`src/rtl/multicycle_control_fsm.sv`:
```
// Multicycle control sequencer: steps each instruction through fetch/decode/execute/writeback
// and raises the unconditional write requests that the conditional logic then gates.
module multicycle_control_fsm #(
    parameter int STATE_W = 4
) (
    input  logic               clk,
    input  logic               rst,
    input  logic [1:0]         Op,
    input  logic [5:0]         Funct,
    input  logic               RdIsPC,
    input  logic               MemReady,
    output logic               PCS,
    output logic               RegW,
    output logic               MemW,
    output logic [1:0]         FlagW,
    output logic               IRWrite,
    output logic               NextPC,
    output logic               AdrSrc,
    output logic [1:0]         ResultSrc,
    output logic [1:0]         ALUSrcA,
    output logic [1:0]         ALUSrcB,
    output logic [1:0]         ALUControl,
    output logic               Halted,
    output logic [STATE_W-1:0] StateDbg
);

    typedef enum logic [STATE_W-1:0] {
        FETCH  = STATE_W'(0),
        DECODE = STATE_W'(1),
        MEMADR = STATE_W'(2),
        MEMRD  = STATE_W'(3),
        MEMWB  = STATE_W'(4),
        MEMWR  = STATE_W'(5),
        EXECR  = STATE_W'(6),
        EXECI  = STATE_W'(7),
        ALUWB  = STATE_W'(8),
        BRANCH = STATE_W'(9),
        HALT   = STATE_W'(10)
    } state_t;

    state_t state, state_nxt;

    logic [3:0] cmd;
    logic       is_add, is_sub, is_cmp, is_and, is_orr;
    logic [1:0] alu_op;

    assign cmd    = Funct[4:1];
    assign is_add = (cmd == 4'b0100);
    assign is_sub = (cmd == 4'b0010);
    assign is_cmp = (cmd == 4'b1010);
    assign is_and = (cmd == 4'b0000);
    assign is_orr = (cmd == 4'b1100);

    always_comb begin
        alu_op = 2'b00;
        if (is_sub || is_cmp) alu_op = 2'b01;
        else if (is_and)      alu_op = 2'b10;
        else if (is_orr)      alu_op = 2'b11;
    end

    always_ff @(posedge clk or negedge rst) begin
        if (!rst) state <= FETCH;
        else      state <= state_nxt;
    end

    always_comb begin
        state_nxt = state;
        case (state)
            FETCH:  if (MemReady) state_nxt = DECODE;
            DECODE: begin
                case (Op)
                    2'b00:   state_nxt = Funct[5] ? EXECI : EXECR;
                    2'b01:   state_nxt = MEMADR;
                    2'b10:   state_nxt = BRANCH;
                    default: state_nxt = HALT;
                endcase
            end
            MEMADR: state_nxt = Funct[0] ? MEMRD : MEMWR;
            MEMRD:  if (MemReady) state_nxt = MEMWB;
            MEMWR:  if (MemReady) state_nxt = FETCH;
            EXECR,
            EXECI:  state_nxt = ALUWB;
            MEMWB,
            ALUWB,
            BRANCH: state_nxt = FETCH;
            HALT:   state_nxt = HALT;
            default: state_nxt = FETCH;
        endcase
    end

    always_comb begin
        PCS        = 1'b0;
        RegW       = 1'b0;
        MemW       = 1'b0;
        FlagW      = 2'b00;
        IRWrite    = 1'b0;
        NextPC     = 1'b0;
        AdrSrc     = 1'b0;
        ResultSrc  = 2'b00;
        ALUSrcA    = 2'b00;
        ALUSrcB    = 2'b00;
        ALUControl = 2'b00;
        Halted     = 1'b0;
        case (state)
            FETCH: begin
                ALUSrcA   = 2'b01;
                ALUSrcB   = 2'b10;
                ResultSrc = 2'b10;
                IRWrite   = MemReady;
                NextPC    = MemReady;
            end
            DECODE: begin
                ALUSrcA = 2'b01;
                ALUSrcB = 2'b10;
            end
            MEMADR: ALUSrcB = 2'b01;
            MEMRD:  AdrSrc = 1'b1;
            MEMWR: begin
                // held through the wait so memory sees it on the MemReady cycle
                AdrSrc = 1'b1;
                MemW   = 1'b1;
            end
            MEMWB: begin
                ResultSrc = 2'b01;
                PCS       = RdIsPC;
                RegW      = !RdIsPC;
            end
            EXECR,
            EXECI: begin
                ALUSrcB    = (state == EXECI) ? 2'b01 : 2'b00;
                ALUControl = alu_op;
                // cmp exists only to set flags, so both groups are written regardless of S
                FlagW[1]   = Funct[0] | is_cmp;
                FlagW[0]   = (Funct[0] & (is_add | is_sub)) | is_cmp;
            end
            ALUWB: begin
                PCS  = RdIsPC & !is_cmp;
                RegW = !RdIsPC & !is_cmp;
            end
            BRANCH: begin
                ALUSrcA   = 2'b10;
                ALUSrcB   = 2'b01;
                ResultSrc = 2'b10;
                PCS       = 1'b1;
            end
            HALT:    Halted = 1'b1;
            default: ;
        endcase
        // reset silences every output combinationally, even mid-cycle
        if (!rst) begin
            PCS        = 1'b0;
            RegW       = 1'b0;
            MemW       = 1'b0;
            FlagW      = 2'b00;
            IRWrite    = 1'b0;
            NextPC     = 1'b0;
            AdrSrc     = 1'b0;
            ResultSrc  = 2'b00;
            ALUSrcA    = 2'b00;
            ALUSrcB    = 2'b00;
            ALUControl = 2'b00;
            Halted     = 1'b0;
        end
    end

    assign StateDbg = state;

endmodule
```
`config.mk`:
```
export PLATFORM = sky130hd
export DESIGN_NAME = multicycle_control_fsm
export DESIGN_NICKNAME = d
export VERILOG_FILES = /design/src/rtl/multicycle_control_fsm.sv
export SDC_FILE = /design/constraint.sdc
export NUM_CORES = 1
export LEC_CHECK = 0
export BUFFER_PORTS_ARGS = -buffer_cell sky130_fd_sc_hd__buf_4
export CAP_MARGIN = 15
export CORE_AREA = 2 2 39 41
export DETAILED_ROUTE_END_ITERATION = 6
export DIE_AREA = 0 0 41 43
export GPL_TIMING_DRIVEN = 1
export PLACE_DENSITY = 0.83
export SYNTH_ARGS = -nofsm -noshare
export SYNTH_HDL_FRONTEND = slang
export SYNTH_SLANG_ARGS = --single-unit
```
`constraint.sdc`:
```
create_clock -name clk -period 3.53 [get_ports clk]
set_clock_uncertainty 0.15 [all_clocks]
set_input_delay 0.706 -clock clk [delete_from_list [all_inputs] [get_ports clk]]
set_output_delay 0.706 -clock clk [all_outputs]
set_load 0.005 [all_outputs]
```
==> results of run 1 <==
[power by group through the flow]
stage / logic (mW) / registers, mW / clock network, mW
after floorplan: 0.267 / 0.0912 / 0
after global placement: 0.314 / 0.156 / 0
after detailed placement: 0.320 / 0.158 / 0
after CTS: 0.322 / 0.158 / 0.0587
after global routing: 0.354 / 0.169 / 0.0614
final: 0.319 / 0.162 / 0.0573
[critical path: stages, from the launching register on]
cell and delay (ps):
dfrtp_1 670, nand2b_1 170, or3_4 410, nor3_2 160, buf_4 130
[cells in the mapped netlist, drive strengths merged]
master	count
a211oi	2
a21oi	4
a32o	3
a32oi	2
and2b	2
and3	2
buf	5
clkbuf	1
dfrtp	4
inv	3
nand2	5
nand2b	4
nand3	1
nand3b	1
nand4bb	1
nor2	4
nor2b	2
nor3	8
nor3b	1
nor4	1
o21ai	4
o311ai	1
o31ai	2
or2	1
or2b	1
or3	1
or3b	1
xnor2	2
xor2	2
[cell families (layout without fill, tap and decap cells)]
logic type,count (synthesis),after routing,synth area share (%)
AND/OR/NAND/NOR,36,36,41.12
flip-flops,4,4,18.69
XOR/XNOR,4,4,6.543
AO/OA/AOI/OAI,18,18,24.53
buffers and inverters,9,38,9.111
[area by class of cell]
cell class / count / area, µm²
fill: 138 / 603.1
multi-input combinational: 58 / 386.6
timing repair buffer: 32 / 240.2
sequential: 4 / 100.1
clock buffer: 3 / 22.52
tap: 16 / 20.02
inverter: 3 / 11.26
[layer usage]
| metal | up-vias | global-route usage (%) |
|---|---|---|
| li1 | 319 | - |
| met1 | 304 | 18.45 |
| met2 | 24 | 33.44 |
| met3 | 0 | 6.283 |
| met4 | 0 | 2.000 |
| met5 | - | 0 |
[worst max-delay path by stage]
stage,startpoint,endpoint,slack [ps],cells after the start
floorplan,Funct[4],FlagW[0],1360,2
global placement,rst,FlagW[0],1080,5
detailed placement,rst,ALUControl[1],1050,5
CTS,StateDbg[2],ALUControl[1],910,4
global route,StateDbg[2],ALUControl[1],820,4
finish,StateDbg[2],ALUControl[1],900,4
==> flow_metrics.env, run 1 <==
export IMPL_start_util_pct=38.70
export IMPL_pin_count=33
export IMPL_comb_power_share_pct=59.2
export IMPL_synth_warnings=0
export IMPL_yosys_area_top_type_share_pct=18.69
export IMPL_die_w_um=41
export IMPL_grt_pass1_vias=599
export IMPL_grt_max_degree=18
export IMPL_syn_inst=71
export IMPL_drcViolationCount=0
export IMPL_cts_buffer_depth=2
export IMPL_syn_area_um2=535.5
export IMPL_final_area_um2=780.7
export IMPL_holdBufCountCts=0
export IMPL_synth_cell_type_count=32
export IMPL_core_rowCount=14
export IMPL_seqPwrFrac_pct=30.1
export IMPL_postPlaceCellArea_um2=758.2
export IMPL_ys_ff_latch=4
export IMPL_dp_slack_ps=1053
export IMPL_first_pass_iters=4
export IMPL_rr_startpoint="StateDbg[0]"
export IMPL_setup_viol=0
export IMPL_period_share_pct=74.47
export IMPL_wl_met1_um=587
export IMPL_power_density_nw_per_um2=689.4
export IMPL_dr_wl_met2_um=805
export IMPL_highest_layer="met3"
export IMPL_grt_ovfl_total=0
export IMPL_grt_first_pass_wirelength_mm=2.270
export IMPL_rsz0062_at_grt="no"
export IMPL_power_leakage_nw=0.3572
export IMPL_clk_pin_slew_worst_paths_ps=40
export IMPL_utilization_pct=56.42
export IMPL_layout_setup_ws_ps=901.4
export IMPL_worst_pin_slew_ps=538.2
export IMPL_internal_power_mw=0.2901
export IMPL_power_mw=0.5383
export IMPL_ant_nets=0
export IMPL_rr_endpoint="StateDbg[1]"
export IMPL_gp_congestion=0.7235
export IMPL_clkSinkCount=4
export IMPL_viasPerCell=5.578
export IMPL_endpoint_kind="primary output"
export IMPL_antennaDiodeCount=0
export IMPL_antenna_found_initial=0
export IMPL_cts_made_buffers=3
export IMPL_post_dp_hpwl_mm=1.135
export IMPL_wl_per_cell_um=13.08
export IMPL_post_synth_cell_area_avg_um2=7.542
export IMPL_dp_cells=113
export IMPL_core_area_um2=1384
export IMPL_vias=647
export IMPL_yosysSeqAreaShare_pct=18.69
export IMPL_routed_wirelength_mm=1.517
export IMPL_worst_hold_slack_ps=127.8
export IMPL_startpoint_type="flip-flop"
export IMPL_status="complete, no violations"
export IMPL_switching_power_mw=0.2482
export IMPL_finalHoldViolations=0
export IMPL_cts_tree="built"
export IMPL_clk_latency_ps=240
export IMPL_final_cell_mix="buf_4 (32), nor3_1 (7), nand2_1 (5)"
export IMPL_pwr_share_clk_pct=10.6
export IMPL_critPathKind="reg -> out"
export IMPL_drv_cap=0
export IMPL_htree_num_levels=1
export IMPL_r2r_cells=3
export IMPL_tns_ps=0
export IMPL_dr_wl_met3_um=124
export IMPL_ir_worst_vdd_mv=0.5481
export IMPL_stdcell_count=116
export IMPL_layout_drive_gt1_share_pct=40.00
export IMPL_synthToLayoutAreaGrowth_pct=45.79
export IMPL_final_nets=114
export IMPL_hold_path_class="in -> async"
export IMPL_min_period_ps=2629
export IMPL_rrSetupSlack_ps=2080
export IMPL_report_final_slew_viol_count=0
export IMPL_drt_iter0_markers=8
export IMPL_die_area_um2=1763
export IMPL_fmax_mhz=380.4
export IMPL_relSlewSlack_pct=64.12
export IMPL_worstPathRequired_ps=2670
export IMPL_cts_setup_buffers=0
export IMPL_track_usage_pct=18.01
export IMPL_cp_arrival_ps=1770
export IMPL_post_cts_resized=0
export IMPL_die_h_um=43
export IMPL_path_max_fanout=16
export IMPL_largest_register_ffs=4
export IMPL_clock_root_buffer="clkbuf_4"
export IMPL_mostFrequentLayoutCell="buf_4"
export IMPL_p_sw_share_pct=46.10
export IMPL_synth_area_top_cells="dfrtp_1 (19%), nor3_1 (6.5%), a32o_1 (5.6%)"
export IMPL_synthesis_nets=83
export IMPL_port_buffers=32
export IMPL_yosys_area_top_type="dfrtp_1"
Note: power is estimated with default switching activity, not from simulation.
==> run 2: changes to the inputs <==
ABC_AREA = 1   (was default)
PLACE_DENSITY = 0.81   (was 0.83)
clock period = 2.5 ns   (was 3.53 ns; I/O delays follow)
==> run 2 against run 1 <==
Sequential share of layout area shrank 0.44 points. Count of clock-buffer cells in the layout unchanged. Die area unchanged. Sequential cell count is the same. First-iteration DRC count increased by 100%. Register-to-register slack got worse by 960 ps. Sequential power shrank 6%. Synthesized area down 4.7%. Core utilization grew 2.0 points. Clock power increased by 39%. Wire length down 1.3%. Hold slack improved by 220 ps. Largest cell class unchanged.
==> flow_metrics.env, run 2 <==
export IMPL_worstPathRequired_ps=1850
export IMPL_path_max_fanout=10
export IMPL_layout_setup_ws_ps=92.44
export IMPL_cp_arrival_ps=1760
export IMPL_synth_xor_area_share_pct=0
export IMPL_cts_made_buffers=3
export IMPL_cts_buffer_depth=2
export IMPL_synthesis_nets=103
export IMPL_post_dp_hpwl_mm=1.247
export IMPL_ant_nets=0
export IMPL_drt_iter0_markers=16
export IMPL_post_synth_cell_area_avg_um2=5.610
export IMPL_core_area_um2=1384
export IMPL_clk_latency_ps=230
export IMPL_utilization_pct=58.41
export IMPL_wl_per_cell_um=10.55
export IMPL_grt_first_pass_wirelength_mm=2.401
export IMPL_period_share_pct=96.30
export IMPL_ir_worst_vdd_mv=0.6033
export IMPL_htree_num_levels=1
export IMPL_finalHoldViolations=0
export IMPL_largest_register_ffs=4
export IMPL_relSlewSlack_pct=80.47
export IMPL_clkSinkCount=4
export IMPL_clk_pin_slew_worst_paths_ps=40
export IMPL_synth_edff_count=0
export IMPL_whs_endpoint="StateDbg[1]"
export IMPL_antenna_found_initial=0
export IMPL_track_usage_pct=19.94
export IMPL_final_area_um2=808.3
export IMPL_synthAdderAreaFrac_pct=0
export IMPL_cts_setup_buffers=0
export IMPL_rr_startpoint="StateDbg[0]"
export IMPL_die_h_um=43
export IMPL_startpoint_type="input pin"
export IMPL_final_cell_mix="buf_4 (31), nand2_1 (22), nor2_1 (16)"
export IMPL_mostFrequentLayoutCell="buf_4"
export IMPL_die_area_um2=1763
export IMPL_ys_ff_latch=4
export IMPL_synth_compound_area_share_pct=12.99
export IMPL_syn_inst=91
export IMPL_final_nets=140
export IMPL_postPlaceCellArea_um2=763.2
export IMPL_report_final_slew_viol_count=0
export IMPL_grt_ovfl_total=0
export IMPL_antennaDiodeCount=0
export IMPL_tns_ps=0
export IMPL_clock_root_buffer="clkbuf_4"
export IMPL_power_density_nw_per_um2=868.6
export IMPL_synth_ff_type="dfrtp_1"
export IMPL_cts_tree="built"
export IMPL_first_pass_iters=4
export IMPL_rr_endpoint="StateDbg[2]"
export IMPL_synth_cell_type_count=21
export IMPL_grt_max_degree=11
export IMPL_async_flop_share_pct=100.0
export IMPL_yosys_area_top_type="dfrtp_1"
export IMPL_hold_path_class="in -> reg"
export IMPL_endpoint_kind="primary output"
export IMPL_synth_warnings=0
export IMPL_viasPerCell=4.979
export IMPL_rsz0062_at_grt="no"
export IMPL_yosysSeqAreaShare_pct=19.61
export IMPL_worst_pin_slew_ps=292.9
export IMPL_n_fill_cell=136
export IMPL_rrSetupSlack_ps=1120
export IMPL_holdPathStages=3
export IMPL_power_leakage_nw=0.4696
export IMPL_synth_area_top_cells="dfrtp_1 (20%), nand2_1 (16%), nor2_1 (12%)"
export IMPL_synthSimpleGateAreaFrac_pct=54.17
export IMPL_grt_pass1_vias=628
export IMPL_pin_count=33
export IMPL_status="complete, no violations"
export IMPL_r2r_cells=7
export IMPL_yosys_area_top_type_share_pct=19.61
export IMPL_worst_hold_slack_ps=345.7
export IMPL_critPathKind="in -> out"
export IMPL_routed_wirelength_mm=1.498
export IMPL_drcViolationCount=0
export IMPL_syn_area_um2=510.5
export IMPL_synthMuxAreaShare_pct=0
export IMPL_layout_drive_gt1_share_pct=35.71
export IMPL_vias=707
export IMPL_core_rowCount=14
export IMPL_synth_top_family_by_area="simple AND/OR/NAND/NOR gates"
export IMPL_start_util_pct=36.89
export IMPL_fmax_mhz=415.4
export IMPL_dp_slack_ps=538.1
export IMPL_ys_top_cells_by_count="nand2_1 (22), nor2_1 (16), inv_1 (13)"
export IMPL_min_period_ps=2408
export IMPL_port_buffers=32
export IMPL_synth_most_common_cell="nand2_1"
export IMPL_hold_start="Funct[0]"
export IMPL_gp_congestion=0.8757
export IMPL_drv_cap=0
export IMPL_setup_viol=0
export IMPL_die_w_um=41
export IMPL_synthToLayoutAreaGrowth_pct=58.33
run 2: cell types whose count changed in the layout (fill, tap and decap cells not counted), moves of 3 or more:
cell,change
nand2_1,+17
nor2_1,+12
inv_1,+10
nand3_1,+9
nor3_1,-5
nand2b_1,-4
a32o_1,-3
run 2: logic make-up (layout without fill, tap and decap cells):
group | after synthesis | in the layout
AO/OA/AOI/OAI | 11 | 11
buffers and inverters | 17 | 52
flip-flops | 4 | 4
AND/OR/NAND/NOR | 59 | 59
run 2: where the power goes:
group	switching (mW)	leakage [nW]	internal (mW)
Clock	0.0258	0.0138	0.0537
Combinational	0.264	0.405	0.206
Sequential	0.0586	0.0513	0.0945
Total	0.348	0.470	0.354
run 2: repair_timing:
| item | 4_1_cts | 5_1_grt |
|---|---|---|
| hold buffers | 1 | 0 |
| gates resized for setup | 0 | 3 |
| endpoints found under the setup margin | 0 | 3 |
| endpoints found under the hold margin | 4 | 0 |
run 2: worst max path at each step:
stage               slack (ps)        start            end
floorplan                  750  StateDbg[3]         NextPC
global placement           570     Funct[3]  ALUControl[0]
detailed placement         540     Funct[3]  ALUControl[0]
CTS                         40          rst       FlagW[0]
global route                 9          rst       FlagW[0]
finish                      90          rst       FlagW[0]
run 2: area by class of cell:
class	count	area, µm²	area share, %
repair buffers	33	254.0	31.42
well taps	16	20.02	2.477
multi-input cells	70	349.1	43.19
inverters	16	62.56	7.740
flip-flops and latches	4	100.1	12.38
clock buffers	3	22.52	2.786
run 2: metrics by stage:
step           instances  power [mW]
6_report             142      0.7021
2_1_floorplan         91      0.4257
4_1_cts              142      0.7008
3_5_place_dp         138      0.6146
5_1_grt              142      0.7706
3_3_place_gp         138      0.6091
run 2: per-layer routing:
metal,up-vias,share of wire [%],wire [µm],GRT usage [%]
met5,-,0,0,0
met4,0,0,0,6.000
met3,0,7.7,115,4.712
met2,37,56,843,37.50
met1,309,36,538,19.48
li1,361,-,-,-
run 2: critical path: stages:
cell and delay [ps]:
dlygate4sd3_1 540, buf_6 140, inv_4 70, nor3_4 180, nand2_1 100, a21oi_2 110
buf_4 110
